**src/rtl/stack_pkg.sv**
```systemverilog
// Shared types and constants for the stack command front end.
// Holds the command FSM state encoding, the default stack depth and the
// data byte width used by the top level and the testbench.
package stack_pkg;

  // Default number of stack entries tracked by the occupancy counter.
  localparam int unsigned STACK_DEPTH = 256;

  // Width of the byte carried with a push command.
  localparam int unsigned DATA_W = 8;

  // Command FSM. Only ST_IDLE accepts requests; each command owns the
  // stack stage for two cycles before returning to idle.
  typedef enum logic [2:0] {
    ST_IDLE  = 3'd0,
    ST_PUSH1 = 3'd1,
    ST_PUSH2 = 3'd2,
    ST_POP1  = 3'd3,
    ST_POP2  = 3'd4
  } state_t;

  // True for the two states that drive the push command.
  function automatic logic is_push_state(input state_t st);
    return (st == ST_PUSH1) || (st == ST_PUSH2);
  endfunction

  // True for the two states that drive the pop command.
  function automatic logic is_pop_state(input state_t st);
    return (st == ST_POP1) || (st == ST_POP2);
  endfunction

endpackage

```
**src/rtl/btn_debounce.sv**
```systemverilog
// Purpose: synchronize and debounce one raw switch, emit a one-cycle pulse on press.
// Latency: 2 sync cycles + DB_CYCLES stable samples before the pulse appears.
// Backpressure: none; the pulse is dropped if the consumer is not ready for it.
//
// Ports:
//   clk     - clock, all state on rising edge
//   rst_n   - asynchronous active-low reset (already release-synchronized)
//   i_btn   - raw asynchronous switch level, active high
//   o_rise  - one-cycle pulse on the rising edge of the debounced level
module btn_debounce #(
  parameter int unsigned DB_CYCLES = 16
) (
  input  logic clk,
  input  logic rst_n,
  input  logic i_btn,
  output logic o_rise
);

  localparam int unsigned DB_W = $clog2(DB_CYCLES + 1);

  logic            r_sync1;
  logic            r_sync2;
  logic            r_level;
  logic            r_level_d;
  logic [DB_W-1:0] r_cnt;

  // Two-flop synchronizer for the asynchronous switch input.
  always_ff @(posedge clk or negedge rst_n) begin
    if (!rst_n) begin
      r_sync1 <= 1'b0;
      r_sync2 <= 1'b0;
    end else begin
      r_sync1 <= i_btn;
      r_sync2 <= r_sync1;
    end
  end

  // The counter runs only while the synchronized sample disagrees with the
  // accepted level. With a binary input, "differs from the accepted level for
  // N samples in a row" is the same as "N consecutive equal samples", and any
  // sample matching the old level restarts the count.
  always_ff @(posedge clk or negedge rst_n) begin
    if (!rst_n) begin
      r_level <= 1'b0;
      r_cnt   <= '0;
    end else if (r_sync2 != r_level) begin
      if (r_cnt == DB_W'(DB_CYCLES - 1)) begin
        r_level <= r_sync2;
        r_cnt   <= '0;
      end else begin
        r_cnt <= r_cnt + DB_W'(1);
      end
    end else begin
      r_cnt <= '0;
    end
  end

  always_ff @(posedge clk or negedge rst_n) begin
    if (!rst_n) begin
      r_level_d <= 1'b0;
    end else begin
      r_level_d <= r_level;
    end
  end

  // Single pulse per press; a held button produces no repeats.
  assign o_rise = r_level & ~r_level_d;

endmodule

```
**src/rtl/stack_cmd_frontend.sv**
```systemverilog
// Purpose: turn debounced push/pop buttons into 2-cycle stack commands with occupancy tracking.
// Latency: request pulse at N -> push_o/pop_o high at N+1,N+2; count_o updated at N+3.
// Backpressure: none; requests while busy, full/empty, or simultaneous are dropped.
//
// Ports:
//   clk, rst_n          - clock and asynchronous active-low reset
//   btn_push, btn_pop   - raw asynchronous switches, active high
//   data_in             - byte captured when a push is accepted
//   push_o, pop_o       - command strobes to the stack stage (2 cycles each)
//   data_o              - captured push byte, held through and after the push window
//   count_o             - occupancy 0..DEPTH; full_o / empty_o decode it
//   err_o               - sticky rejected-command flag
//
// Build option: define STACK_CMD_ERR_EN to enable err_o; otherwise it is tied low.
module stack_cmd_frontend
  import stack_pkg::*;
#(
  parameter int unsigned DEPTH     = STACK_DEPTH,
  parameter int unsigned DB_CYCLES = 16
) (
  input  logic                     clk,
  input  logic                     rst_n,
  input  logic                     btn_push,
  input  logic                     btn_pop,
  input  logic [DATA_W-1:0]        data_in,
  output logic                     push_o,
  output logic                     pop_o,
  output logic [DATA_W-1:0]        data_o,
  output logic [$clog2(DEPTH):0]   count_o,
  output logic                     full_o,
  output logic                     empty_o,
  output logic                     err_o
);

  localparam int unsigned CNT_W = $clog2(DEPTH) + 1;

  logic              r_rst_meta;
  logic              r_rst_sync;
  logic              w_rst_n;
  logic              w_push_req;
  logic              w_pop_req;
  logic              w_full;
  logic              w_empty;
  logic              w_push_ok;
  logic              w_pop_ok;
  state_t            r_state;
  logic [DATA_W-1:0] r_data;
  logic [CNT_W-1:0]  r_count;

  // Reset asserts immediately everywhere but releases on a clock edge, so no
  // flop sees reset removal near its active edge.
  always_ff @(posedge clk or negedge rst_n) begin
    if (!rst_n) begin
      r_rst_meta <= 1'b0;
      r_rst_sync <= 1'b0;
    end else begin
      r_rst_meta <= 1'b1;
      r_rst_sync <= r_rst_meta;
    end
  end

  assign w_rst_n = r_rst_sync;

  btn_debounce #(
    .DB_CYCLES (DB_CYCLES)
  ) u_db_push (
    .clk    (clk),
    .rst_n  (w_rst_n),
    .i_btn  (btn_push),
    .o_rise (w_push_req)
  );

  btn_debounce #(
    .DB_CYCLES (DB_CYCLES)
  ) u_db_pop (
    .clk    (clk),
    .rst_n  (w_rst_n),
    .i_btn  (btn_pop),
    .o_rise (w_pop_req)
  );

  assign w_full  = (r_count == CNT_W'(DEPTH));
  assign w_empty = (r_count == '0);

  // A request is accepted only in idle, only when alone, and only when the
  // stack has room (push) or content (pop). This is what keeps the count
  // from ever wrapping.
  assign w_push_ok = (r_state == ST_IDLE) && w_push_req && !w_pop_req && !w_full;
  assign w_pop_ok  = (r_state == ST_IDLE) && w_pop_req && !w_push_req && !w_empty;

  always_ff @(posedge clk or negedge w_rst_n) begin
    if (!w_rst_n) begin
      r_state <= ST_IDLE;
      r_data  <= '0;
      r_count <= '0;
    end else begin
      unique case (r_state)
        ST_IDLE: begin
          if (w_push_ok) begin
            r_state <= ST_PUSH1;
            r_data  <= data_in;
          end else if (w_pop_ok) begin
            r_state <= ST_POP1;
          end
        end
        ST_PUSH1: r_state <= ST_PUSH2;
        ST_PUSH2: begin
          r_state <= ST_IDLE;
          r_count <= r_count + CNT_W'(1);
        end
        ST_POP1:  r_state <= ST_POP2;
        ST_POP2: begin
          r_state <= ST_IDLE;
          r_count <= r_count - CNT_W'(1);
        end
        default:  r_state <= ST_IDLE;
      endcase
    end
  end

  // Strobes decode straight from the state register so an asynchronous
  // reset mid-command drops them at once.
  assign push_o  = is_push_state(r_state);
  assign pop_o   = is_pop_state(r_state);
  assign data_o  = r_data;
  assign count_o = r_count;
  assign full_o  = w_full;
  assign empty_o = w_empty;

`ifdef STACK_CMD_ERR_EN
  logic w_reject;
  logic r_err;

  // Rejections: simultaneous requests, any request while busy, push when
  // full or pop when empty while idle.
  assign w_reject = (w_push_req && w_pop_req)
                  || ((r_state != ST_IDLE) && (w_push_req || w_pop_req))
                  || ((r_state == ST_IDLE) && w_push_req && !w_pop_req && w_full)
                  || ((r_state == ST_IDLE) && w_pop_req && !w_push_req && w_empty);

  always_ff @(posedge clk or negedge w_rst_n) begin
    if (!w_rst_n) begin
      r_err <= 1'b0;
    end else if (w_reject) begin
      r_err <= 1'b1;
    end
  end

  assign err_o = r_err;
`else
  assign err_o = 1'b0;
`endif

endmodule

```
**config.mk**
```make
export PLATFORM = sky130hd
export DESIGN_NAME = stack_cmd_frontend
export DESIGN_NICKNAME = d
export VERILOG_FILES = /design/src/rtl/stack_pkg.sv /design/src/rtl/btn_debounce.sv /design/src/rtl/stack_cmd_frontend.sv
export SDC_FILE = /design/constraint.sdc
export NUM_CORES = 1
export LEC_CHECK = 0
export ABC_AREA = 0
export CAP_MARGIN = 40
export CORE_AREA = 4 4 64 66
export CTS_BUF_LIST = sky130_fd_sc_hd__clkbuf_4 sky130_fd_sc_hd__clkbuf_8
export DETAILED_ROUTE_END_ITERATION = 8
export DIE_AREA = 0 0 68 70
export GPL_ROUTABILITY_DRIVEN = 0
export PLACE_DENSITY = 0.89
export SLEW_MARGIN = 20
export SYNTH_ARGS = -nofsm -noshare
export SYNTH_HDL_FRONTEND = slang
export SYNTH_SLANG_ARGS = --single-unit
```
**constraint.sdc**
```tcl
create_clock -name clk -period 1.9 [get_ports clk]
set_clock_uncertainty 0.2 [all_clocks]
set_input_delay 0.285 -clock clk [delete_from_list [all_inputs] [get_ports clk]]
set_output_delay 0.285 -clock clk [all_outputs]
set_load 0.03 [all_outputs]
```
==> run metrics <==
outcome finished with violations; failing checks negative setup slack; Core ar. 0.003578 mm²; drt first pass iters 4; post-synthesis cell count 153; largest area contributor in the netlist dfrtp_1; Die X 68 µm; Sum Neg Setup Slack -2.187 ns; vias per std cell 5.568; Clock Tree Buf Depth 2; CTS tree built; most frequent cells after synthesis dfrtp_1 (40), nor2_1 (11), nand3_1 (9), xnor2_1 (9); gr ovfl total 0; count of different cell masters after synthesis 41; Layout Cells excl Fill 266; share of cells above drive strength 1 0.3991; H-Tree Depth 2; Area Growth Syn to Fin 43.19%; Setup WS post-layout -0.4330 ns; Max Cap Violations 0; sequential area share after synthesis 0.5391; total CTS buffers 5; Critical Path Slowest Stage Cell dfrtp_1; crit-path max cell delay 0.44 ns; peak supply drop 497.2 µV; Clock Tree Root clkbuf_4; critical path required time 1.94 ns; FF+latch count, synth 40; Ports 34; Setup crit start kind flop; largest net degree at the start of global routing 39; Fmax 428.6 MHz; critical path capture point type flop; Primary FF master, synth dfrtp_1; CP Buf/Inv Count 0; crit path kind flop to flop; Worst-path clk slew 0.14 ns; dpl hpwl 2.753 mm; endpoints failing setup 17; top post-synthesis cells by area dfrtp_1 (54%), mux2_2 (4.9%), xnor2_1 (4.2%); Ant. Diodes 0; most common cell in the netlist dfrtp_1; Initial DRC Count 107; WL/cell 17.05 µm; GRT Util Overall 0.1932; antenna violations before repair 0; CP Data Arrival Time 2.37 ns; Antenna Nets Post-Route 0; Pins Over Slew Limit 0; # DRC 0; Yosys top cell area share 0.5391; minimum clock period 2.333 ns; Nets 232; PwrDens 548.1 mW/mm²; Post-Syn Nets 168; yosys warns 0; synthesized area 0.001857 mm²; clk_lat worst skew 0.35 ns; Total Power 1.457 mW; Fin. Hold Viols 0; final worst-path cycle share 1.228; I/O Buffers 32; total wire length 4.536 mm; CP Max Fanout 4; CP delay by family, top simple AND/OR/NAND/NOR gates; Die Ht 70 µm; DIE AREA 0.004760 mm²; Sinks on Clock Net 40; first-pass GRT wire length 6.900 mm; HP Class flop to asynchronous set/reset pin; via count 1481; RSZ-0062 raised after global routing yes; number of flops mapped to enable cells by yosys 0; FFs w/ async S/R, synth 1.000; Starting Density 0.5189; Placed Instances 244; worst-path cell chain or3b_4 -> xnor2_2 -> ha_4 -> or3_4 -> a21oi_4 -> o31ai_2 -> xor2_1; row cnt 22; Avg Cell Area, Syn 12.14 µm²; vias in the first global route 1513; Leakage 1.330 nW
## final timing paths
kind / from / endpoint / slack, ns / depth (start not counted)
max: r_state[1] / count_o[8] / -0.43 / 7
min: r_rst_sync / u_db_pop.r_cnt[2] / 0.06 / 1
max reg2reg: r_state[1] / count_o[8] / -0.43 / 7
max in group asynchronous: rst_n / r_rst_sync / 0.94 / 2
min reg2reg: r_rst_sync / u_db_pop.r_cnt[2] / 0.06 / 1
min in group clk: btn_push / u_db_push.r_sync1 / 0.16 / 1
## state kept, by name (all words and copies together) (netlist names)
signal,flops
u_db_pop.r_level,1
u_db_push.r_level,1
u_db_pop.r_level_d,1
u_db_pop.r_sync1,1
u_db_pop.r_sync2,1
u_db_push.r_sync2,1
data_o,8
u_db_push.r_sync1,1
u_db_pop.r_cnt,5
u_db_push.r_level_d,1
u_db_push.r_cnt,5
r_state,3
count_o,9
r_rst_meta,1
r_rst_sync,1
## repair_timing
action,CTS,global route
hold buffers,1,0
pin swaps,13,10
endpoints found under the setup margin,29,25
resized for setup,43,19
setup buffers,10,8
endpoints found under the hold margin,2,0
## cells by family (layout without fill, tap and decap cells)
kind of cell    Yosys count  after routing  share of synthesized area
xor+xnor                 17             17                    0.08019
mux                      11             11                    0.06671
simple gates             58             58                     0.2049
flops                    40             40                     0.5391
other cells               2              2                   0.004045
buf+inv                  10             75                    0.04178
fa+ha+maj                 3              3                    0.02022
compound gates           12             12                    0.04313
## metrics by stage
stage                     setup slack (ns)  hold WS [ns]  utilization  area (µm²)
after global routing               -0.4741        0.1332       0.7430        2659
final                              -0.4330       0.05948       0.7430        2659
after CTS                          -0.4301       0.09578       0.7168        2565
after global placement             -0.2073       0.09036       0.6486        2321
after detailed placement           -0.3621       0.09963       0.6486        2321
after floorplan                    -0.4327       -0.2106            -        1879
## power breakdown
part           internal [mW]  switching (mW)
clock network          0.146           0.300
logic                 0.0572          0.0626
registers              0.877          0.0145
## routing by layer
| metal | wire (µm) | GRT usage |
|---|---|---|
| met5 | 0 | 0 |
| met1 | 1644 | 0.2242 |
| met2 | 2474 | 0.3201 |
| met4 | 156 | 0.09492 |
| met3 | 260 | 0.05145 |
## area by class of cell
cell class	instances	area, µm²
Clock buffer	5	37.54
Timing Repair Buffer	65	591.8
Clock inverter	3	23.77
Tap cell	48	60.06
Multi-Input combinational cell	103	933.4
Fill cell	225	919.6
Inverter	2	7.507
Sequential cell	40	1005
## layout by cell type, fill, tap and decap left out, types with 2 or more instances in the layout
cell             Yosys  layout
xnor2_1              9       7
nor4_4               1       3
dfrtp_1             40      37
ha_1                 3       2
and2_4               0       2
mux2_1               3       2
nand4_1              2       2
and3_1               2       2
nor4_2               1       2
inv_1                2       2
xnor2_2              0       2
nor3_4               0       3
nor3_2               2       3
buf_4                2      28
dfrtp_2              0       3
nand3_1              9       9
o21ai_1              5       3
conb_1               2       2
o21ai_2              1       3
xor2_1               8       8
clkinvlp_4           0       2
dlymetal6s2s_1       0       6
and2_1               7       5
clkbuf_4             0       5
dlygate4sd2_1        0       8
nor2_1              11      11
nand2_1              2       2
buf_6                4       8
clkdlybuf4s50_1      0      11
o21ai_0              2       2
mux2_2               8       8
Note: power is estimated with default switching activity, not from simulation.
